`config.mk`:
```
export PLATFORM = sky130hd
export DESIGN_NAME = hwpe_stream_merge_buffered
export DESIGN_NICKNAME = d
export VERILOG_FILES = /design/src/rtl/hwpe_stream_merge_buffered.sv
export SDC_FILE = /design/constraint.sdc
export NUM_CORES = 1
export LEC_CHECK = 0
export CAP_MARGIN = 10
export CORE_ASPECT_RATIO = 0.75
export CORE_MARGIN = 4
export CORE_UTILIZATION = 51
export CTS_BUF_LIST = sky130_fd_sc_hd__clkbuf_8
export DETAILED_ROUTE_END_ITERATION = 8
export GPL_ROUTABILITY_DRIVEN = 0
export PLACE_DENSITY_LB_ADDON = 0.1
export SYNTH_ARGS = -nofsm -noshare
export SYNTH_HDL_FRONTEND = slang
export SYNTH_SLANG_ARGS = --single-unit
```
`constraint.sdc`:
```
create_clock -name clk_i -period 4.9 [get_ports clk_i]
set_clock_uncertainty 0.1 [all_clocks]
set_input_delay 1.47 -clock clk_i [delete_from_list [all_inputs] [get_ports clk_i]]
set_output_delay 1.47 -clock clk_i [all_outputs]
set_load 0.01 [all_outputs]
```
`src/rtl/hwpe_stream_merge_buffered.sv`:
```
`default_nettype none
// ============================================================================
// hwpe_stream_merge_buffered: per-lane FIFOs merged into one wide stream.
// Revision: 1.0
// ============================================================================
module hwpe_stream_merge_buffered #(
  parameter int unsigned DATA_WIDTH_IN  = 32,
  parameter int unsigned NB_IN_STREAMS  = 2,
  parameter int unsigned LANE_DEPTH     = 2,
  localparam int unsigned STRB_WIDTH_IN  = DATA_WIDTH_IN / 8,
  localparam int unsigned DATA_WIDTH_OUT = DATA_WIDTH_IN * NB_IN_STREAMS,
  localparam int unsigned STRB_WIDTH_OUT = DATA_WIDTH_OUT / 8
) (
  input  logic                                     clk_i,
  input  logic                                     rst_ni,
  input  logic                                     clear_i,
  input  logic [NB_IN_STREAMS-1:0]                 lane_en_i,
  input  logic [NB_IN_STREAMS-1:0]                 push_valid_i,
  output logic [NB_IN_STREAMS-1:0]                 push_ready_o,
  input  logic [NB_IN_STREAMS*DATA_WIDTH_IN-1:0]   push_data_i,
  input  logic [NB_IN_STREAMS*STRB_WIDTH_IN-1:0]   push_strb_i,
  output logic                                     pop_valid_o,
  input  logic                                     pop_ready_i,
  output logic [DATA_WIDTH_OUT-1:0]                pop_data_o,
  output logic [STRB_WIDTH_OUT-1:0]                pop_strb_o,
  output logic [NB_IN_STREAMS-1:0]                 lane_empty_o,
  output logic [31:0]                              beat_cnt_o
);

  localparam int unsigned CNT_W = $clog2(LANE_DEPTH + 1);
  localparam int unsigned PTR_W = (LANE_DEPTH > 1) ? $clog2(LANE_DEPTH) : 1;
  localparam logic [CNT_W-1:0] c_lane_full = CNT_W'(LANE_DEPTH);
  localparam logic [PTR_W-1:0] c_last_ptr  = PTR_W'(LANE_DEPTH - 1);

  logic                     w_pop_fire;
  logic [NB_IN_STREAMS-1:0] w_lane_empty;
  logic [NB_IN_STREAMS-1:0] w_lane_ok;
  logic [31:0]              r_beat_cnt;

  assign w_pop_fire = pop_valid_o & pop_ready_i;

  generate
    for (genvar i = 0; i < NB_IN_STREAMS; i++) begin : g_lane
      logic [DATA_WIDTH_IN-1:0] r_data_mem [LANE_DEPTH];
      logic [STRB_WIDTH_IN-1:0] r_strb_mem [LANE_DEPTH];
      logic [PTR_W-1:0]         r_wr_ptr;
      logic [PTR_W-1:0]         r_rd_ptr;
      logic [CNT_W-1:0]         r_cnt;
      logic                     w_push;
      logic                     w_pop;
      logic                     w_head_vis;

      // Ready depends only on local occupancy, never on pop_ready_i.
      assign push_ready_o[i] = (r_cnt != c_lane_full);
      assign w_push          = push_valid_i[i] & push_ready_o[i] & ~clear_i;
      assign w_pop           = w_pop_fire & lane_en_i[i] & ~clear_i;
      assign w_lane_empty[i] = (r_cnt == '0);
      assign w_lane_ok[i]    = ~lane_en_i[i] | ~w_lane_empty[i];
      assign w_head_vis      = lane_en_i[i] & ~w_lane_empty[i];

      always_ff @(posedge clk_i or negedge rst_ni) begin
        if (!rst_ni) begin
          r_wr_ptr <= '0;
          r_rd_ptr <= '0;
          r_cnt    <= '0;
        end else if (clear_i) begin
          r_wr_ptr <= '0;
          r_rd_ptr <= '0;
          r_cnt    <= '0;
        end else begin
          if (w_push) begin
            r_wr_ptr <= (r_wr_ptr == c_last_ptr) ? '0 : r_wr_ptr + PTR_W'(1);
          end
          if (w_pop) begin
            r_rd_ptr <= (r_rd_ptr == c_last_ptr) ? '0 : r_rd_ptr + PTR_W'(1);
          end
          if (w_push && !w_pop) begin
            r_cnt <= r_cnt + CNT_W'(1);
          end else if (!w_push && w_pop) begin
            r_cnt <= r_cnt - CNT_W'(1);
          end
        end
      end

      // Storage needs no reset: an empty lane never exposes its head.
      always_ff @(posedge clk_i) begin
        if (w_push) begin
          r_data_mem[r_wr_ptr] <= push_data_i[i*DATA_WIDTH_IN +: DATA_WIDTH_IN];
          r_strb_mem[r_wr_ptr] <= push_strb_i[i*STRB_WIDTH_IN +: STRB_WIDTH_IN];
        end
      end

      assign pop_data_o[i*DATA_WIDTH_IN +: DATA_WIDTH_IN] =
        w_head_vis ? r_data_mem[r_rd_ptr] : '0;
      assign pop_strb_o[i*STRB_WIDTH_IN +: STRB_WIDTH_IN] =
        w_head_vis ? r_strb_mem[r_rd_ptr] : '0;

`ifndef SYNTHESIS
      a_push_stable : assert property (@(posedge clk_i) disable iff (!rst_ni)
        (push_valid_i[i] && !push_ready_o[i]) |=>
          (!push_valid_i[i] ||
           ($stable(push_data_i[i*DATA_WIDTH_IN +: DATA_WIDTH_IN]) &&
            $stable(push_strb_i[i*STRB_WIDTH_IN +: STRB_WIDTH_IN]))))
        else $error("push lane %0d changed data while stalled", i);
`endif
    end
  endgenerate

  // An all-disabled mask would otherwise AND to 1 and emit empty beats.
  assign pop_valid_o  = (|lane_en_i) & (&w_lane_ok);
  assign lane_empty_o = w_lane_empty;
  assign beat_cnt_o   = r_beat_cnt;

  always_ff @(posedge clk_i or negedge rst_ni) begin
    if (!rst_ni) begin
      r_beat_cnt <= '0;
    end else if (clear_i) begin
      r_beat_cnt <= '0;
    end else if (w_pop_fire) begin
      r_beat_cnt <= r_beat_cnt + 32'd1;
    end
  end

`ifndef SYNTHESIS
  a_pop_stable : assert property (@(posedge clk_i) disable iff (!rst_ni)
    (pop_valid_o && !pop_ready_i && !clear_i) |=>
      ($stable(pop_data_o) && $stable(pop_strb_o)))
    else $error("pop data changed while stalled");

  a_lane_en_stable : assert property (@(posedge clk_i) disable iff (!rst_ni)
    (pop_valid_o && !pop_ready_i && !clear_i) |=> $stable(lane_en_i))
    else $error("lane_en_i changed while output valid");
`endif

endmodule
`default_nettype wire

```
* Word level (Yosys, flattened, before mapping)
Memory sizes are Yosys's and may differ from the RTL's.
Cells that the tools add are included.
** Operators by class
- Add/subtract/negate cells :: 9
- Equality and inequality tests :: 2
- Divide/modulo/power cells :: 0
- Multipliers :: 0
- Bitwise operators :: 19
- Reductions and logical operators :: 19
- Shift-type cells :: 0
- Magnitude comparators :: 0
- Mux-type cells :: 28
** Operator list (number)
- 32-bit 2-to-1 mux :: 4
- 32-bit by 1-bit adder with 32-bit output (second input constant) :: 1
- 1-bit 2-to-1 mux :: 16
- 1-bit AND :: 12
- 2-bit 2-to-1 mux :: 6
- 2-bit nonzero test :: 5
- 4-bit 2-to-1 mux :: 2
- 3-bit nonzero test :: 2
- 1-bit NOT :: 5
- 1-bit adder (second input constant) :: 4
- 2-bit by 1-bit adder with 2-bit output (second input constant) :: 2
- 1-bit logical AND :: 4
- 1-bit logical NOT :: 4
- 2-bit logical NOT :: 2
- 2-bit inequality test (second input constant) :: 2
- 2-bit by 1-bit subtractor with 2-bit output (second input constant) :: 2
- 1-bit OR :: 2
- 2-bit AND reduction :: 1
- 2-bit OR reduction :: 1
** Storage, ports and cells
- Word-level logic and storage cells :: 88
- Memory bits (writable) :: 144
- Bits in latches :: 0
- Memories kept :: 4
- Output and inout port bits :: 109
- Register bits :: 40
- Input bits :: 80
- Bits in read-only memories :: 0
** Memory list
- g_lane[0].r_data_mem :: words 2, width 32, read ports 1, clocked after Yosys merged registers in 0, write ports 1, RTL line 44 : logic [DATA_WIDTH_IN-1:0] r_data_mem [LANE_DEPTH];
- g_lane[1].r_data_mem :: words 2, width 32, read ports 1, clocked after Yosys merged registers in 0, write ports 1, RTL line 44
- g_lane[0].r_strb_mem :: words 2, width 4, read ports 1, clocked after Yosys merged registers in 0, write ports 1, RTL line 45 : logic [STRB_WIDTH_IN-1:0] r_strb_mem [LANE_DEPTH];
- g_lane[1].r_strb_mem :: words 2, width 4, read ports 1, clocked after Yosys merged registers in 0, write ports 1, RTL line 45

* Depth between registers and ports, before layout
Gate-level depths: netlist of the first run.
- Depth in word-level cells :: 12
- Depth in mapped cells :: 7
- Mapped depth without buffers :: 6

* Worst setup path after synthesis of the first run
OpenSTA, ideal clock, no wires.
- Kind :: input to register
- Start :: in push_valid_i[1]
- End :: mem g_lane[1].r_data_mem[1][0], enable pin
- Setup time :: 482 ps
- Path buffers :: 0
- Data required time :: 4318 ps
- Stages :: 2
- Data arrival time :: 4288 ps
- Path slack :: 30 ps
- Cells stage by stage :: nand2_1 > nor3b_1
** Between the ends
- Cells in the longest elaborated chain, start to end :: 4
** Ends and longest elaborated chain
- start: declaration :: RTL line 18 : input logic [NB_IN_STREAMS-1:0] push_valid_i,
- 1-bit AND (2 in a row) :: RTL line 55 : assign w_push = push_valid_i[i] & push_ready_o[i] & ~clear_i;
- 1-bit 2-to-1 mux :: RTL line 87 : if (w_push) begin
- 1-bit 2-to-1 mux (implied by the code) :: RTL line 88 : r_data_mem[r_wr_ptr] <= push_data_i[i*DATA_WIDTH_IN +: DATA_WIDTH_IN];
- end: declaration :: RTL line 44
No other way between the ends.

* Worst setup path in the final report of the first run
- Start :: in lane_en_i[0]
- End :: out pop_valid_o
** Between the ends
- Cells in the longest elaborated chain, start to end :: 4
- Elaborated cells between the ends (all ways) :: 5
- Those cells by class :: bitwise (3); reduce/logical (2)
** Ends and longest elaborated chain
- start: declaration :: RTL line 17 : input logic [NB_IN_STREAMS-1:0] lane_en_i,
- 1-bit NOT :: RTL line 58 : assign w_lane_ok[i] = ~lane_en_i[i] | ~w_lane_empty[i];
- 1-bit OR :: RTL line 58
- 2-bit AND reduction :: RTL line 110 : assign pop_valid_o = (|lane_en_i) & (&w_lane_ok);
- 1-bit AND * :: RTL line 110
- end: declaration :: RTL line 22 : output logic pop_valid_o,
Every way passes the cells marked *; elsewhere a longest branch is shown, timed or not.

==> results of run 1 <==
[metrics by stage]
stage	power (mW)	area, um2
6_report	3.17	10000
5_1_grt	3.32	10000
4_1_cts	3.22	10000
3_5_place_dp	2.29	9680
3_3_place_gp	2.28	9680
2_1_floorplan	2.04	7550
[critical path: stages]
cell and delay (ns):
clkdlybuf4s50_1 0.57, nor3b_2 0.44, nor3_1 0.12, clkdlybuf4s50_1 0.50
[flip-flops by register name, summed over array words and instances (netlist names)]
signal             cells
beat_cnt_o            32
g_lane.r_cnt           4
g_lane.r_data_mem    128
g_lane.r_rd_ptr        2
g_lane.r_strb_mem     16
g_lane.r_wr_ptr        2
[worst min-delay path by stage]
stage / startpoint / to / cells past startpoint
2_1_floorplan: g_lane[0].r_wr_ptr$_DFFE_PN0P_ / g_lane[0].r_wr_ptr$_DFFE_PN0P_ / 2
3_3_place_gp: beat_cnt_o[31]$_DFFE_PN0P_ / beat_cnt_o[31]$_DFFE_PN0P_ / 2
3_5_place_dp: beat_cnt_o[22]$_DFFE_PN0P_ / beat_cnt_o[22]$_DFFE_PN0P_ / 2
4_1_cts: beat_cnt_o[31]$_DFFE_PN0P_ / beat_cnt_o[31]$_DFFE_PN0P_ / 2
5_1_grt: beat_cnt_o[31]$_DFFE_PN0P_ / beat_cnt_o[31]$_DFFE_PN0P_ / 2
6_report: beat_cnt_o[31]$_DFFE_PN0P_ / beat_cnt_o[31]$_DFFE_PN0P_ / 2
[layer usage]
metal | up-vias | part of all wire
li1 | 2327 | -
met3 | 13 | 0.079
met1 | 2392 | 0.41
met5 | - | 0
met4 | 0 | 0.012
met2 | 170 | 0.50
[cells in the mapped netlist, types with 2 or more instances]
cell type | count | share of area
nand2_1 | 19 | 0.0094
nor3b_1 | 2 | 0.0020
inv_1 | 3 | 0.0015
nand4b_1 | 2 | 0.0023
nand2b_1 | 2 | 0.0017
nor4_1 | 3 | 0.0025
o21ai_1 | 2 | 0.0013
a211oi_1 | 2 | 0.0020
nor2_2 | 2 | 0.0017
clkbuf_1 | 17 | 0.0085
clkbuf_8 | 3 | 0.0055
nor3_1 | 8 | 0.0053
a21oi_1 | 8 | 0.0053
edfxtp_1 | 144 | 0.57
buf_2 | 3 | 0.0020
nand4_1 | 12 | 0.0099
or4_1 | 3 | 0.0030
xnor2_1 | 3 | 0.0035
o21ai_0 | 4 | 0.0027
dfrtp_1 | 40 | 0.13
xor2_1 | 29 | 0.034
nand3_1 | 13 | 0.0086
nor2_1 | 113 | 0.056
o31ai_1 | 3 | 0.0030
or3_1 | 4 | 0.0033
mux2i_1 | 73 | 0.097
[where the power goes]
part / total, mW / internal (mW) / switching (mW)
Combinational: 0.448 / 0.234 / 0.214
Sequential: 1.81 / 1.76 / 0.0428
Clock: 0.920 / 0.361 / 0.558
Total: 3.17 / 2.36 / 0.815
[cell families after synthesis]
logic type | synth area share
compound gates | 0.0162
fa+ha+maj | 0.00166
xor+xnor | 0.0371
flops | 0.705
buf+inv | 0.0194
simple gates | 0.122
mux | 0.0983
[final cells by class]
type / instances / area (um2)
clock buffers: 17 / 234
clock inverters: 15 / 123
fillers: 1037 / 4460
inverters: 3 / 11.3
multi-input cells: 321 / 2110
flip-flops and latches: 184 / 5330
well taps: 200 / 250
repair buffers: 199 / 1980
==> impl_metrics.env, run 1 <==
export IMPL_status="finished, final reports clean"
export IMPL_drtPass1Iterations=5
export IMPL_maxSlewViolCount=0
export IMPL_die_h_um=113
export IMPL_die_w_um=149
export IMPL_clkSinkCount=184
export IMPL_grt_busiest_layer="met2"
export IMPL_endpoint_kind="output port"
export IMPL_hold_viol=0
export IMPL_h_tree_depth=4
export IMPL_gr_usage_all_layers=0.196
export IMPL_place_ws_ns=0.246
export IMPL_power_density_mw_per_mm2=316
export IMPL_grt_pass1_vias=5217
export IMPL_avgViaCountPerCell=5.22
export IMPL_synth_warnings=0
export IMPL_synth_cell_types=42
export IMPL_grt_use_met3=0.0647
export IMPL_port_buffers=188
export IMPL_power_leakage_nw=3.42
export IMPL_start_util=0.521
export IMPL_grt_max_degree=41
export IMPL_rows=38
export IMPL_cts_setup_buffers=0
export IMPL_n_antenna_cell=0
export IMPL_synth_flop_cell="edfxtp_1"
export IMPL_clkTransAtPathRegs_ns=0.09
export IMPL_postLayoutCoreUtil=0.692
export IMPL_hold_buffers=0
export IMPL_io_pins=189
export IMPL_finalCriticalPeriod_ns=4.67
export IMPL_syn_area_mm2=0.00755
export IMPL_fin_nets=807
export IMPL_synth_cells=533
export IMPL_use_met1=0.247
export IMPL_hold_path_class="reg -> reg"
export IMPL_antenna_found_initial=0
export IMPL_critical_path_startpoint="lane_en_i[0]"
export IMPL_stdcell_count=939
export IMPL_routed_wirelength_um=16100
export IMPL_grt_pass1_wl_um=25800
export IMPL_root_buffer="clkbuf_8"
export IMPL_async_flop_share=0.217
export IMPL_fin_worst_hold_slack_ns=0.480
export IMPL_cts_tree="yes"
export IMPL_r2r_end="beat_cnt_o[31]$_DFFE_PN0P_"
export IMPL_crit_path_start_kind="input port"
export IMPL_fin_setup_tns_ns=0
export IMPL_dp_cells=907
export IMPL_grtUsageMet2=0.322
export IMPL_synth_area_per_cell_um2=14.2
export IMPL_drv_cap=0
export IMPL_reg2reg_slack_ns=2.31
export IMPL_dieArea_mm2=0.0168
export IMPL_synth_edf_count=144
export IMPL_final_cell_mix="clkdlybuf4s50_1 (187), edfxtp_1 (144), nor2_1 (113)"
export IMPL_peakVddDrop_mv=0.220
export IMPL_ctsResizeCount=0
export IMPL_crit_arrival_ns=3.10
export IMPL_grt_ovfl_total=0
export IMPL_place_hpwl_um=11000
export IMPL_tightest_slew_ns=1.12
export IMPL_ys_ff_latch=184
export IMPL_ys_seq_area_frac=0.705
export IMPL_crit_required_ns=3.33
export IMPL_reg2reg_depth=6
export IMPL_clk_latency_ns=0.45
export IMPL_cts_buffers_inserted=17
export IMPL_clk_path_buf_depth=2
export IMPL_drt_iter0_markers=316
export IMPL_min_period_over_period=0.953
export IMPL_fin_ws_ns=0.231
export IMPL_synth_fp_nets=614
export IMPL_mostFrequentLayoutCell="clkdlybuf4s50_1"
export IMPL_crit_end="pop_valid_o"
export IMPL_postRouteAntennaNets=0
export IMPL_fmax_mhz=214
export IMPL_vias=4902
export IMPL_wl_per_cell_um=17.2
export IMPL_critPathKind="in -> out"
export IMPL_crit_fanout=7
export IMPL_drc=0
export IMPL_core_area_mm2=0.0145
export IMPL_rsz0062_at_grt="no"
export IMPL_layout_drive_gt1_share=0.0812
export IMPL_r2r_start="g_lane[1].r_cnt[1]$_DFFE_PN0P_"
export IMPL_relSlewSlack=0.245
export IMPL_setup_viol=0
export IMPL_area_growth_pct=32.9
No activity file was read; power rests on OpenSTA's default activity.
==> inputs of run 2 (changes only) <==
--- a/config.mk
+++ b/config.mk
@@ -5,7 +5,7 @@
 export SDC_FILE = /design/constraint.sdc
 export NUM_CORES = 1
 export LEC_CHECK = 0
-export CAP_MARGIN = 10
+export CAP_MARGIN = 5
 export CORE_ASPECT_RATIO = 0.75
 export CORE_MARGIN = 4
 export CORE_UTILIZATION = 51
==> constraint.sdc (replaced) <==
create_clock -name clk_i -period 5.2 [get_ports clk_i]
set_clock_uncertainty 0.1 [all_clocks]
set_input_delay 1.56 -clock clk_i [delete_from_list [all_inputs] [get_ports clk_i]]
set_output_delay 1.56 -clock clk_i [all_outputs]
set_load 0.01 [all_outputs]
==> run 2 against run 1 <==
Effect of this change: setup slack improved by 0.087 ns; highest routed layer unchanged; critical path type unchanged; combinational power is 8.7% lower; non-clock buffer count unchanged; total power decreased by 4.5%.
==> impl_metrics.env, run 2 (synthesis results as in run 1) <==
export IMPL_die_h_um=113
export IMPL_port_buffers=188
export IMPL_die_w_um=149
export IMPL_drc=0
export IMPL_postRouteAntennaNets=0
export IMPL_rsz0062_at_grt="no"
export IMPL_min_period_over_period=0.939
export IMPL_seq_power_share=0.564
export IMPL_drv_cap=0
export IMPL_cts_buffers_inserted=17
export IMPL_clock_power_share=0.301
export IMPL_grt_max_degree=41
export IMPL_routed_wirelength_um=16300
export IMPL_mostFrequentLayoutCell="clkdlybuf4s50_1"
export IMPL_antenna_found_initial=0
export IMPL_combPwrFrac=0.135
export IMPL_ctsResizeCount=0
export IMPL_postLayoutCoreUtil=0.692
export IMPL_crit_path_start_kind="input port"
export IMPL_hold_viol=0
export IMPL_dieArea_mm2=0.0168
export IMPL_cts_setup_buffers=0
export IMPL_clkSinkCount=184
export IMPL_hold_buffers=0
export IMPL_drt_iter0_markers=324
export IMPL_wl_per_cell_um=17.4
export IMPL_avgViaCountPerCell=5.23
export IMPL_gr_usage_all_layers=0.196
export IMPL_grt_pass1_wl_um=25500
export IMPL_vias=4909
export IMPL_crit_arrival_ns=3.22
export IMPL_n_antenna_cell=0
export IMPL_finalCriticalPeriod_ns=4.88
export IMPL_power_leakage_nw=3.42
export IMPL_grt_pass1_vias=5068
export IMPL_fin_ws_ns=0.318
export IMPL_start_util=0.521
export IMPL_cts_tree="yes"
export IMPL_hold_path_depth=2
export IMPL_relSlewSlack=0.181
export IMPL_tightest_slew_ns=1.22
export IMPL_clk_latency_ns=0.45
export IMPL_crit_fanout=36
export IMPL_switchingPower_uw=763
export IMPL_p_int_mw=2.27
export IMPL_status="finished, final reports clean"
export IMPL_peakVddDrop_mv=0.205
export IMPL_fmax_mhz=205
export IMPL_place_ws_ns=0.305
export IMPL_layout_drive_gt1_share=0.0812
export IMPL_root_buffer="clkbuf_8"
export IMPL_clkTransAtPathRegs_ns=0.09
export IMPL_place_hpwl_um=11200
export IMPL_setup_viol=0
export IMPL_area_growth_pct=32.8
export IMPL_p_sw_frac=0.252
export IMPL_drtPass1Iterations=5
export IMPL_grt_ovfl_total=0
export IMPL_io_pins=189
export IMPL_hold_path_class="reg -> reg"
export IMPL_power_density_mw_per_mm2=302
export IMPL_core_area_mm2=0.0145
export IMPL_top_register="g_lane.r_data_mem"
export IMPL_endpoint_kind="output port"
export IMPL_clk_path_buf_depth=2
export IMPL_maxSlewViolCount=0
export IMPL_rows=38
export IMPL_fin_nets=807
export IMPL_final_cell_mix="clkdlybuf4s50_1 (187), edfxtp_1 (144), nor2_1 (113)"
export IMPL_h_tree_depth=4
export IMPL_largest_reg_flops=128
export IMPL_crit_required_ns=3.54
export IMPL_fin_setup_tns_ns=0
export IMPL_critPathKind="in -> out"
export IMPL_reg2reg_depth=6
-- run 2: worst max-delay path, cell delays in order --
cell	delay, ns
clkdlybuf4s50_1	0.56
o21ai_2	0.08
buf_4	0.25
nor2_1	0.19
clkdlybuf4s50_1	0.56
-- run 2: cell type report --
class,instances,area (um2)
Clock buffer,17,234
Tap cell,200,250
Sequential cell,184,5330
Timing Repair Buffer,199,1960
Clock inverter,15,140
Fill cell,1037,4470
Multi-Input combinational cell,321,2110
Inverter,3,11.3
-- run 2: stage by stage --
step / instances / cell area (um2) / hold slack, ns / power [mW]
4_1_cts: 939 / 10000 / 0.482 / 3.06
3_5_place_dp: 907 / 9660 / 0.467 / 2.15
2_1_floorplan: 533 / 7550 / 0.419 / 1.92
6_report: 939 / 10000 / 0.487 / 3.03
5_1_grt: 939 / 10000 / 0.504 / 3.16
3_3_place_gp: 907 / 9660 / 0.447 / 2.14
-- run 2: per-layer routing --
| layer | part of all wire | global-route usage | vias up |
|---|---|---|---|
| met3 | 0.071 | 0.0572 | 30 |
| li1 | - | - | 2315 |
| met4 | 0.021 | 0.0732 | 0 |
| met5 | 0 | 0 | - |
| met1 | 0.41 | 0.254 | 2385 |
| met2 | 0.49 | 0.317 | 179 |
-- run 2: final timing paths --
check,startpoint,end,slack [ns]
worst max-delay path,lane_en_i[0],pop_data_o[31],0.32
worst min-delay path,beat_cnt_o[14]$_DFFE_PN0P_,beat_cnt_o[14]$_DFFE_PN0P_,0.49
worst max register to register,g_lane[1].r_cnt[0]$_DFFE_PN0P_,beat_cnt_o[25]$_DFFE_PN0P_,2.61
worst min register to register,beat_cnt_o[14]$_DFFE_PN0P_,beat_cnt_o[14]$_DFFE_PN0P_,0.49
max in group asynchronous,rst_ni,g_lane[0].r_rd_ptr$_DFFE_PN0P_,3.25
min in group asynchronous,rst_ni,beat_cnt_o[16]$_DFFE_PN0P_,1.13
-- run 2: power groups by stage --
stage	clock [mW]	sequential (mW)	combinational, mW
finish	0.913	1.71	0.409
global route	1.00	1.72	0.442
CTS	0.937	1.71	0.416
detailed placement	0	1.74	0.413
global placement	0	1.74	0.404
floorplan	0	1.71	0.210
